<file path="config.mk">
export PLATFORM = sky130hd
export DESIGN_NAME = rtc_bus_write_seq
export DESIGN_NICKNAME = d
export VERILOG_FILES = /design/src/rtl/rtc_bus_write_seq.sv
export SDC_FILE = /design/constraint.sdc
export NUM_CORES = 1
export LEC_CHECK = 0
export BUFFER_PORTS_ARGS = -buffer_cell sky130_fd_sc_hd__buf_2
export CAP_MARGIN = 40
export CORE_AREA = 2 2 59 61
export CTS_CLUSTER_SIZE = 14
export DETAILED_ROUTE_END_ITERATION = 7
export DIE_AREA = 0 0 61 63
export PLACE_DENSITY_LB_ADDON = 0.3
export SLEW_MARGIN = 15
export SYNTH_ARGS = -nofsm -noshare
export SYNTH_HDL_FRONTEND = slang
export SYNTH_SLANG_ARGS = --single-unit
</file>
<file path="constraint.sdc">
create_clock -name clk -period 5.02 [get_ports clk]
set_input_delay 0.502 -clock clk [delete_from_list [all_inputs] [get_ports clk]]
set_output_delay 0.502 -clock clk [all_outputs]
set_load 0.02 [all_outputs]
</file>
<file path="src/rtl/rtc_bus_write_seq.sv">
// Single write transaction to the RTC multiplexed address/data bus: an address phase
// followed by a data phase, each with programmable setup, strobe and hold lengths.
module rtc_bus_write_seq #(
  parameter int unsigned SU_CYC = 2,
  parameter int unsigned PW_CYC = 4,
  parameter int unsigned HD_CYC = 2
) (
  input  logic       clk,
  input  logic       reset,
  input  logic       start,
  input  logic [7:0] addr,
  input  logic [7:0] data_in,
  output logic       busy,
  output logic       done,
  output logic       cs_n,
  output logic       rd_n,
  output logic       wr_n,
  output logic       a_d,
  output logic [7:0] ad_out,
  output logic       ad_oe
);

  typedef enum logic [2:0] {
    IDLE = 3'd0,
    A_SU = 3'd1,
    A_PW = 3'd2,
    A_HD = 3'd3,
    D_SU = 3'd4,
    D_PW = 3'd5,
    D_HD = 3'd6,
    DONE = 3'd7
  } state_t;

  state_t     state_q, state_d;
  logic [7:0] cnt_q, cnt_d;
  logic [7:0] addr_q, addr_d;
  logic [7:0] data_q, data_d;

  logic       busy_q, busy_d;
  logic       done_q, done_d;
  logic       cs_n_q, cs_n_d;
  logic       wr_n_q, wr_n_d;
  logic       a_d_q, a_d_d;
  logic [7:0] ad_out_q, ad_out_d;
  logic       ad_oe_q, ad_oe_d;

  // Counter preload for a state: its length minus one, so zero marks the last cycle.
  function automatic logic [7:0] phase_len_m1(input state_t s);
    logic [7:0] len;
    len = 8'd0;
    case (s)
      A_SU, D_SU: len = 8'(SU_CYC - 1);
      A_PW, D_PW: len = 8'(PW_CYC - 1);
      A_HD, D_HD: len = 8'(HD_CYC - 1);
      default:    len = 8'd0;
    endcase
    return len;
  endfunction

  always_ff @(posedge clk) begin
    if (reset) begin
      state_q  <= IDLE;
      cnt_q    <= 8'd0;
      addr_q   <= 8'h00;
      data_q   <= 8'h00;
      busy_q   <= 1'b0;
      done_q   <= 1'b0;
      cs_n_q   <= 1'b1;
      wr_n_q   <= 1'b1;
      a_d_q    <= 1'b0;
      ad_out_q <= 8'h00;
      ad_oe_q  <= 1'b0;
    end else begin
      state_q  <= state_d;
      cnt_q    <= cnt_d;
      addr_q   <= addr_d;
      data_q   <= data_d;
      busy_q   <= busy_d;
      done_q   <= done_d;
      cs_n_q   <= cs_n_d;
      wr_n_q   <= wr_n_d;
      a_d_q    <= a_d_d;
      ad_out_q <= ad_out_d;
      ad_oe_q  <= ad_oe_d;
    end
  end

  always_comb begin
    state_d = state_q;
    case (state_q)
      IDLE:    if (start) state_d = A_SU;
      A_SU:    if (cnt_q == 8'd0) state_d = A_PW;
      A_PW:    if (cnt_q == 8'd0) state_d = A_HD;
      A_HD:    if (cnt_q == 8'd0) state_d = D_SU;
      D_SU:    if (cnt_q == 8'd0) state_d = D_PW;
      D_PW:    if (cnt_q == 8'd0) state_d = D_HD;
      D_HD:    if (cnt_q == 8'd0) state_d = DONE;
      DONE:    state_d = IDLE;
      default: state_d = IDLE;
    endcase
  end

  always_comb begin
    cnt_d  = cnt_q;
    addr_d = addr_q;
    data_d = data_q;
    if (state_d != state_q) begin
      cnt_d = phase_len_m1(state_d);
    end else if (cnt_q != 8'd0) begin
      cnt_d = cnt_q - 8'd1;
    end
    if ((state_q == IDLE) && start) begin
      addr_d = addr;
      data_d = data_in;
    end
  end

  // Outputs are decoded from the next state so they change on the same edge as the state.
  always_comb begin
    busy_d   = 1'b0;
    done_d   = 1'b0;
    cs_n_d   = 1'b1;
    wr_n_d   = 1'b1;
    a_d_d    = 1'b0;
    ad_out_d = 8'h00;
    ad_oe_d  = 1'b0;
    case (state_d)
      A_SU, A_PW, A_HD: begin
        busy_d   = 1'b1;
        cs_n_d   = 1'b0;
        ad_oe_d  = 1'b1;
        ad_out_d = addr_d;
        wr_n_d   = (state_d != A_PW);
      end
      D_SU, D_PW, D_HD: begin
        busy_d   = 1'b1;
        cs_n_d   = 1'b0;
        ad_oe_d  = 1'b1;
        a_d_d    = 1'b1;
        ad_out_d = data_d;
        wr_n_d   = (state_d != D_PW);
      end
      DONE:    done_d = 1'b1;
      default: ;
    endcase
  end

  assign busy   = busy_q;
  assign done   = done_q;
  assign cs_n   = cs_n_q;
  assign rd_n   = 1'b1;
  assign wr_n   = wr_n_q;
  assign a_d    = a_d_q;
  assign ad_out = ad_out_q;
  assign ad_oe  = ad_oe_q;

endmodule

</file>
==> results.py, run 1 <==
metrics = {
    "outcome": {
        "outcome": "finished, final reports clean",
    },
    "power": {
        "power_leakage_nw": 0.822,
        "power_mw": 1.25,
        "p_per_area_nw_per_um2": 622,
        "ir_worst_vdd_mv": 0.354,
    },
    "clock_network": {
        "clk_latency_ns": 0.35,
        "cts_made_buffers": 5,
        "cts_tree": "built",
        "clkSlewWorstSetupHoldPaths_ns": 0.12,
        "cts_resized": 0,
        "cts_hold_buf": 0,
        "cts_setup_buffers": 0,
        "cts_root_buf": "clkbuf_4",
        "clock_path_buffers": 2,
        "htreeDepth": 2,
        "cts_sinks": 40,
    },
    "worst_setup_path": {
        "slowest_stage": "or4b_1",
        "path_buf_inv": 0,
        "cp_slowest_stage_delay_ns": 0.91,
        "cp.arrival_ns": 2.36,
        "crit_type": "register to register",
        "critPathCaptureType": "register",
        "crit_fanout": 18,
        "setup.worst_path.start_class": "register",
        "crit_family": "simple AND/OR/NAND/NOR gates",
        "required_ns": 5.24,
        "path_cells": "or4b_1 -> and3_1 -> mux2i_1 -> a41oi_1",
    },
    "die": {
        "start_util": 0.556,
        "die_x_um": 61,
        "die_area_um2": 3840,
        "pin_count": 34,
        "coreArea_um2": 3230,
        "die_h_um": 63,
        "std_cell_rows": 21,
    },
    "global_route": {
        "grt_antenna_before_repair": 0,
        "grt_pass1_vias": 1234,
        "grt_overflow": 0,
        "grt_usage": 0.183,
        "grt_max_degree": 29,
        "grt_pass1_wl_um": 5400,
    },
    "sta": {
        "timing.hold.ws_ns": 0.395,
        "fin_crit_ns": 2.15,
        "timing_hold_violations_final": 0,
        "final.setup.tns_ns": 0,
        "max_freq_mhz": 466,
        "finalCritPeriodShare": 0.427,
        "worst_slack_ns": 2.87,
        "worst_slew_pin_slew_ns": 0.847,
        "skew_ns": 0.0102,
        "setup_viol": 0,
        "rsz0062_at_grt": "no",
        "drv_slew": 0,
        "relSlewSlack": 0.430,
    },
    "route": {
        "vias_per_cell": 5.42,
        "ant_nets": 0,
        "wl_per_cell_um": 12.4,
        "drtIter0Drc": 74,
        "vias": 1458,
        "first_pass_iters": 4,
        "drcViolationCount": 0,
        "routed_wl_um": 3330,
    },
    "cells_and_area": {
        "drive_above_1_share": 0.251,
        "layout_common_cells": "40 x dfxtp_1, 35 x nand2_1, 32 x buf_2",
        "synthToLayoutAreaGrowth_pct": 11.5,
        "nNetsFinal": 243,
        "mostFrequentLayoutCell": "dfxtp_1",
        "antennaDiodeCount": 0,
    },
    "place": {
        "portBuffers": 32,
        "routabilityCongestion": 0.761,
        "pre_cts_ws_ns": 2.86,
        "dp_hpwl_um": 2210,
    },
    "yosys": {
        "ys_types": 49,
        "ys_seq_area_frac": 0.446,
        "synth_seq_cells": 40,
        "ys_warn_count": 0,
        "synthArstFlopShare": 0,
        "syn_area_per_cell_um2": 8.98,
        "syn_inst": 200,
        "syn_nets": 220,
        "synth_edf_count": 0,
        "synth-main-ff-cell": "dfxtp_1",
        "netlist_area_um2": 1800,
    },
    "min_path": {
        "hold_path_class": "primary input to register",
    },
    "flow_run": {
        "max_cap_viol_count": 0,
    },
}
[per-stage QoR]
| step | cells | cell area [µm²] | util |
|---|---|---|---|
| 6_report | 269 | 2000 | 0.619 |
| 5_1_grt | 269 | 2000 | 0.619 |
| 4_1_cts | 269 | 2000 | 0.619 |
| 3_5_place_dp | 262 | 1900 | 0.589 |
| 3_3_place_gp | 262 | 1900 | 0.589 |
| 2_1_floorplan | 200 | 1800 | - |
[state kept, by name (all words and copies together), names as in the netlist]
name and cells:
data_q 8, wr_n 1, done 1, addr_q 8
cnt_q 8, a_d 1, cs_n 1, ad_oe 1
ad_out 8, state_q 3
[worst reg2reg max path, cell delays in order, from the launching register on]
cell and delay [ns]:
dfxtp_1 0.51, or4b_1 0.92, and3_1 0.32, mux2i_1 0.14, a41oi_1 0.13
[power breakdown]
part,leakage (nW),internal (mW),switching [mW],total [mW]
clock,0.0513,0.152,0.103,0.256
sequential,0.328,0.390,0.0701,0.460
combinational,0.443,0.213,0.317,0.530
total,0.822,0.756,0.490,1.25
[synth_stat cells, drive strengths merged (3+ instances only)]
cell	count	area share
buf	12	0.058
or3	4	0.014
nor4	3	0.014
clkbuf	5	0.010
a22o	8	0.039
a211oi	4	0.020
a21oi	25	0.084
nor2	14	0.038
nor3	5	0.014
dfxtp	40	0.45
nand2	35	0.073
o21ai	4	0.011
[final cells by class]
type	count	area, µm²
sequential	40	801
multi-input combinational	141	871
clock buffer	5	37.5
fill	293	1230
tap	46	57.6
inverter	2	7.51
clock inverter	2	60.1
timing repair buffer	33	168
[cells by family after synthesis]
logic type,count (synthesis),share of synthesized area
flip-flops,40,0.446
XOR/XNOR,4,0.0195
buffers and inverters,19,0.0725
other,1,0.00209
adder cells (fa/ha/maj),1,0.00697
AO/OA/AOI/OAI,55,0.217
AND/OR/NAND/NOR,79,0.231
multiplexers,1,0.00558
[layer usage]
metal  GRT usage  vias to the layer above  wire length (µm)
li1            -                      748                 -
met4      0.0489                        0                27
met1       0.252                      675              1630
met5           0                        -                 0
met2       0.274                       33              1530
met3      0.0559                        2               146
[worst paths after layout]
kind / endpoint / slack (ns) / cells after the start / from
setup reg to reg: cnt_q[1] / 2.87 / 4 / state_q[2]
hold / removal: addr_q[3] / 0.39 / 3 / addr[3]
hold reg to reg: data_q[2] / 0.47 / 2 / data_q[2]
setup / recovery: cnt_q[1] / 2.87 / 4 / state_q[2]
No activity file was read; power rests on OpenSTA's default activity.
==> run 2, diff against run 1 <==
Settings changed: CORE_AREA 2 2 59 61 to 2 2 64 66, DIE_AREA 0 0 61 63 to 0 0 66 68.
Clock period 5.02 ns to 1.9 ns, I/O delays scaled along.
==> run 2 against run 1 <==
Flip-flop and latch count is the same. Largest power group unchanged. Clock skew decreased by 0.0047 ns. Sequential share of layout area decreased by 2.3 points. Total power rose to 2.9 times the previous value.
==> results.py, run 2 (synthesized netlist as in run 1, its figures left out) <==
metrics = {
    "place": {
        "portBuffers": 32,
        "dp_hpwl_um": 2570,
        "routabilityCongestion": 0.803,
        "dpl.cell_count": 278,
    },
    "cells_and_area": {
        "synthToLayoutAreaGrowth_pct": 18.3,
        "antennaDiodeCount": 0,
        "layout_common_cells": "40 x dfxtp_1, 35 x nand2_1, 32 x buf_2",
        "mostFrequentLayoutCell": "dfxtp_1",
        "drive_above_1_share": 0.297,
        "layout.cells.non_filler": 286,
        "nNetsFinal": 255,
    },
    "global_route": {
        "grt_max_degree": 29,
        "grt_pass1_wl_um": 6140,
        "grt_overflow": 0,
        "grt_pass1_vias": 1351,
        "grt_usage": 0.182,
        "grt_antenna_before_repair": 0,
    },
    "route": {
        "drtIter0Drc": 62,
        "wl_per_cell_um": 13.4,
        "ant_nets": 0,
        "routed_wl_um": 3830,
        "first_pass_iters": 4,
        "vias_per_cell": 5.27,
        "vias": 1507,
        "drcViolationCount": 0,
    },
    "die": {
        "pin_count": 34,
        "std_cell_rows": 23,
        "die_h_um": 68,
        "die_area_um2": 4490,
        "coreArea_um2": 3860,
        "die_x_um": 66,
        "start_util": 0.466,
    },
    "worst_setup_path": {
        "required_ns": 2.15,
        "setup.worst_path.start_class": "register",
        "crit_type": "register to register",
        "crit_fanout": 11,
        "critPathCaptureType": "register",
        "cp.arrival_ns": 2.01,
    },
    "min_path": {
        "hold_path_class": "primary input to register",
    },
    "sta": {
        "fin_crit_ns": 1.77,
        "drv_slew": 0,
        "final.setup.tns_ns": 0,
        "setup_viol": 0,
        "worst_slew_pin_slew_ns": 0.583,
        "max_freq_mhz": 566,
        "timing.hold.ws_ns": 0.138,
        "skew_ns": 0.00547,
        "rsz0062_at_grt": "no",
        "finalCritPeriodShare": 0.930,
        "relSlewSlack": 0.611,
        "timing_hold_violations_final": 0,
    },
    "power": {
        "p_sw_mw": 1.41,
        "power.share.clock": 0.198,
        "p_comb_frac": 0.479,
        "ir_worst_vdd_mv": 0.940,
        "seqPwrFrac": 0.323,
        "power_mw": 3.57,
        "internal_power_mw": 2.16,
        "p_per_area_nw_per_um2": 1680,
        "switching_share": 0.394,
        "power_leakage_nw": 0.887,
    },
    "clock_network": {
        "cts_made_buffers": 5,
        "cts_tree": "built",
        "cts_setup_buffers": 0,
        "clk_latency_ns": 0.30,
        "cts_hold_buf": 0,
        "htreeDepth": 2,
        "clock_path_buffers": 2,
        "clkSlewWorstSetupHoldPaths_ns": 0.08,
        "cts_root_buf": "clkbuf_8",
        "cts_sinks": 40,
    },
    "outcome": {
        "outcome": "finished, final reports clean",
    },
    "flow_run": {
        "max_cap_viol_count": 0,
    },
}
## run 2: timing repair
| item | in CTS | in global routing |
|---|---|---|
| endpoints found under the setup margin | 9 | 9 |
| gates resized for setup | 1 | 1 |
| cloned | 0 | 0 |
| hold endpoints to repair | 0 | 0 |
## run 2: power by group through the flow
stage | logic [mW] | registers [mW] | clock network, mW
floorplan | 1.22 | 1.23 | 0
global placement | 1.66 | 1.17 | 0
detailed placement | 1.67 | 1.17 | 0
CTS | 1.70 | 1.16 | 0.716
global route | 1.89 | 1.18 | 0.756
finish | 1.71 | 1.15 | 0.705
## run 2: metrics by stage
stage,worst slack (ns),area [µm²],util
2_1_floorplan,0.110,1800,-
3_3_place_gp,0.0130,2000,0.518
3_5_place_dp,-0.0321,2000,0.518
4_1_cts,0.0615,2120,0.550
5_1_grt,0.00701,2120,0.551
6_report,0.133,2120,0.551
## run 2: critical path, stage by stage (launching register included)
cell and delay, ns:
dfxtp_1 0.36, or4_1 0.69, nor2_8 0.21, a211o_2 0.28
a22o_1 0.18
## run 2: worst paths after layout
kind	startpoint	to	slack, ns	cells after the start
worst min-delay path	addr[5]	addr_q[5]	0.14	3
worst max-delay path	cnt_q[4]	ad_out[1]	0.13	4
worst max register to register	cnt_q[4]	ad_out[1]	0.13	4
worst min register to register	data_q[7]	data_q[7]	0.47	2
## run 2: layout make-up
| class | count | area [µm²] |
|---|---|---|
| Clock buffer | 5 | 68.8 |
| Multi-Input combinational cell | 141 | 881 |
| Sequential cell | 40 | 801 |
| Fill cell | 358 | 1730 |
| Timing Repair Buffer | 45 | 258 |
| Inverter | 2 | 7.51 |
| Tap cell | 50 | 62.6 |
| Clock inverter | 3 | 46.3 |
## run 2: per-layer routing
| metal | vias up | GRT usage | wire length [µm] |
|---|---|---|---|
| li1 | 771 | - | - |
| met1 | 694 | 0.236 | 1820 |
| met2 | 33 | 0.290 | 1760 |
| met3 | 9 | 0.0345 | 168 |
| met4 | 0 | 0.0918 | 84 |
| met5 | - | 0 | 0 |
==> run 3, diff against run 2 <==
Settings changed: PLACE_DENSITY set to 0.71, PLACE_DENSITY_LB_ADDON 0.3 to unset.
==> run 3 against run 2 <==
Via count fell by 0.93%. Sequential power barely moved. Highest routed layer unchanged. Global-route usage fell by 0.51 points. Register-to-register slack got worse by 0.02 ns. Worst setup slack got worse by 0.024 ns.
==> results.py, run 3 (synthesized netlist as in run 1, its figures left out) <==
metrics = {
    "die": {
        "die_area_um2": 4490,
        "pin_count": 34,
        "die_h_um": 68,
        "die_x_um": 66,
        "coreArea_um2": 3860,
        "start_util": 0.466,
        "std_cell_rows": 23,
    },
    "place": {
        "routabilityCongestion": 0.879,
        "portBuffers": 32,
        "post_dp_cell_area_um2": 1980,
        "dpl.cell_count": 275,
        "dp_hpwl_um": 2550,
    },
    "global_route": {
        "grt_antenna_before_repair": 0,
        "grt_pass1_vias": 1354,
        "grt_overflow": 0,
        "grt_usage": 0.177,
        "grt_max_degree": 29,
        "grt_pass1_wl_um": 6040,
    },
    "sta": {
        "relSlewSlack": 0.619,
        "rsz0062_at_grt": "no",
        "drv_slew": 0,
        "timing.hold.ws_ns": 0.150,
        "skew_ns": 0.0107,
        "timing_hold_violations_final": 0,
        "setup_viol": 0,
        "finalCritPeriodShare": 0.943,
        "fin_crit_ns": 1.79,
        "worst_slew_pin_slew_ns": 0.571,
        "max_freq_mhz": 558,
    },
    "min_path": {
        "hold_path_class": "primary input to register",
    },
    "cells_and_area": {
        "antennaDiodeCount": 0,
        "synthToLayoutAreaGrowth_pct": 15.5,
        "drive_above_1_share": 0.288,
        "final_util": 0.538,
        "nNetsFinal": 252,
        "layout.cells.non_filler": 283,
        "fin_area_um2": 2070,
        "layout_common_cells": "40 x dfxtp_1, 35 x nand2_1, 32 x buf_2",
        "mostFrequentLayoutCell": "dfxtp_1",
    },
    "route": {
        "drcViolationCount": 0,
        "vias_per_cell": 5.28,
        "vias": 1493,
        "first_pass_iters": 4,
        "wl_met1_um": 1700,
        "ant_nets": 0,
        "top_layer": "met4",
        "route.met3.wl_um": 176,
        "wl_per_cell_um": 12.9,
        "drtIter0Drc": 85,
        "routed_wl_um": 3640,
        "dr_wl_met2_um": 1700,
    },
    "power": {
        "ir_worst_vdd_mv": 1.07,
        "power_leakage_nw": 0.866,
        "p_per_area_nw_per_um2": 1620,
    },
    "clock_network": {
        "cts_setup_buffers": 0,
        "cts_sinks": 40,
        "cts_root_buf": "clkbuf_8",
        "htreeDepth": 2,
        "cts_made_buffers": 5,
        "clk_latency_ns": 0.30,
        "clock_path_buffers": 2,
        "clkSlewWorstSetupHoldPaths_ns": 0.08,
        "cts_tree": "built",
        "cts_hold_buf": 0,
    },
    "flow_run": {
        "max_cap_viol_count": 0,
    },
    "outcome": {
        "outcome": "finished, final reports clean",
    },
    "worst_setup_path": {
        "path_buf_inv": 1,
        "crit_type": "register to register",
        "crit_fanout": 11,
        "crit_family": "compound AO/OA/AOI/OAI gates",
        "cp.arrival_ns": 1.98,
        "critPathCaptureType": "register",
        "required_ns": 2.09,
        "reg2reg_slack_ns": 0.11,
        "setup.worst_path.start_class": "register",
        "cp_slowest_stage_delay_ns": 0.41,
        "path_cells": "inv_1 -> ha_1 -> or3b_4 -> nor2_8 -> a211o_2 -> a22o_1",
        "slowest_stage": "a211o_2",
    },
}
run 3: changes by cell type in the layout (fill, tap and decap cells not counted), sizes merged:
cell and change:
buf -3, clkinv +3, bufinv -1, clkinvlp -1, inv -1
run 3: power by group:
part,switching [mW],leakage [nW],internal [mW],total [mW]
Combinational,0.932,0.490,0.693,1.62
Sequential,0.146,0.328,1.03,1.18
Clock,0.300,0.0479,0.256,0.556
Total,1.38,0.866,1.98,3.36
run 3: repair_timing:
item | 4_1_cts | 5_1_grt
endpoints found under the setup margin | 10 | 10
hold endpoints to repair | 0 | 0
gates resized for setup | 1 | 1
run 3: worst register-to-register path: stages, from the launching register on:
cell     delay [ns]
dfxtp_1        0.39
inv_1          0.06
ha_1           0.21
or3b_4         0.30
nor2_8         0.07
a211o_2        0.41
a22o_1         0.26
run 3: worst paths after layout:
path                                 start        end  cells after the start
worst max-delay path              cnt_q[1]  ad_out[2]                      6
worst min-delay path            data_in[5]  data_q[5]                      3
worst min register to register   data_q[6]  data_q[6]                      2
worst max register to register    cnt_q[1]  ad_out[2]                      6
run 3: cell type report:
class	instances	area (µm²)
clock buffer	5	68.8
clock inverter	3	18.8
tap	50	62.6
multi-input combinational	141	881
inverter	2	7.51
sequential	40	801
timing repair buffer	42	235
fill	375	1780
run 3: through the flow:
step	power [mW]	TNS, ns	setup slack, ns
after floorplan	2.45	0	0.110
after global placement	2.77	-0.197	-0.0488
after detailed placement	2.79	-0.548	-0.0801
after CTS	3.37	0	0.0216
after global routing	3.61	0	0.0311
final	3.36	0	0.109
run 3: per-layer routing:
| layer | up-vias | GRT usage |
|---|---|---|
| met4 | 0 | 0.0867 |
| met2 | 35 | 0.290 |
| met5 | - | 0 |
| li1 | 764 | - |
| met1 | 688 | 0.214 |
| met3 | 6 | 0.0493 |
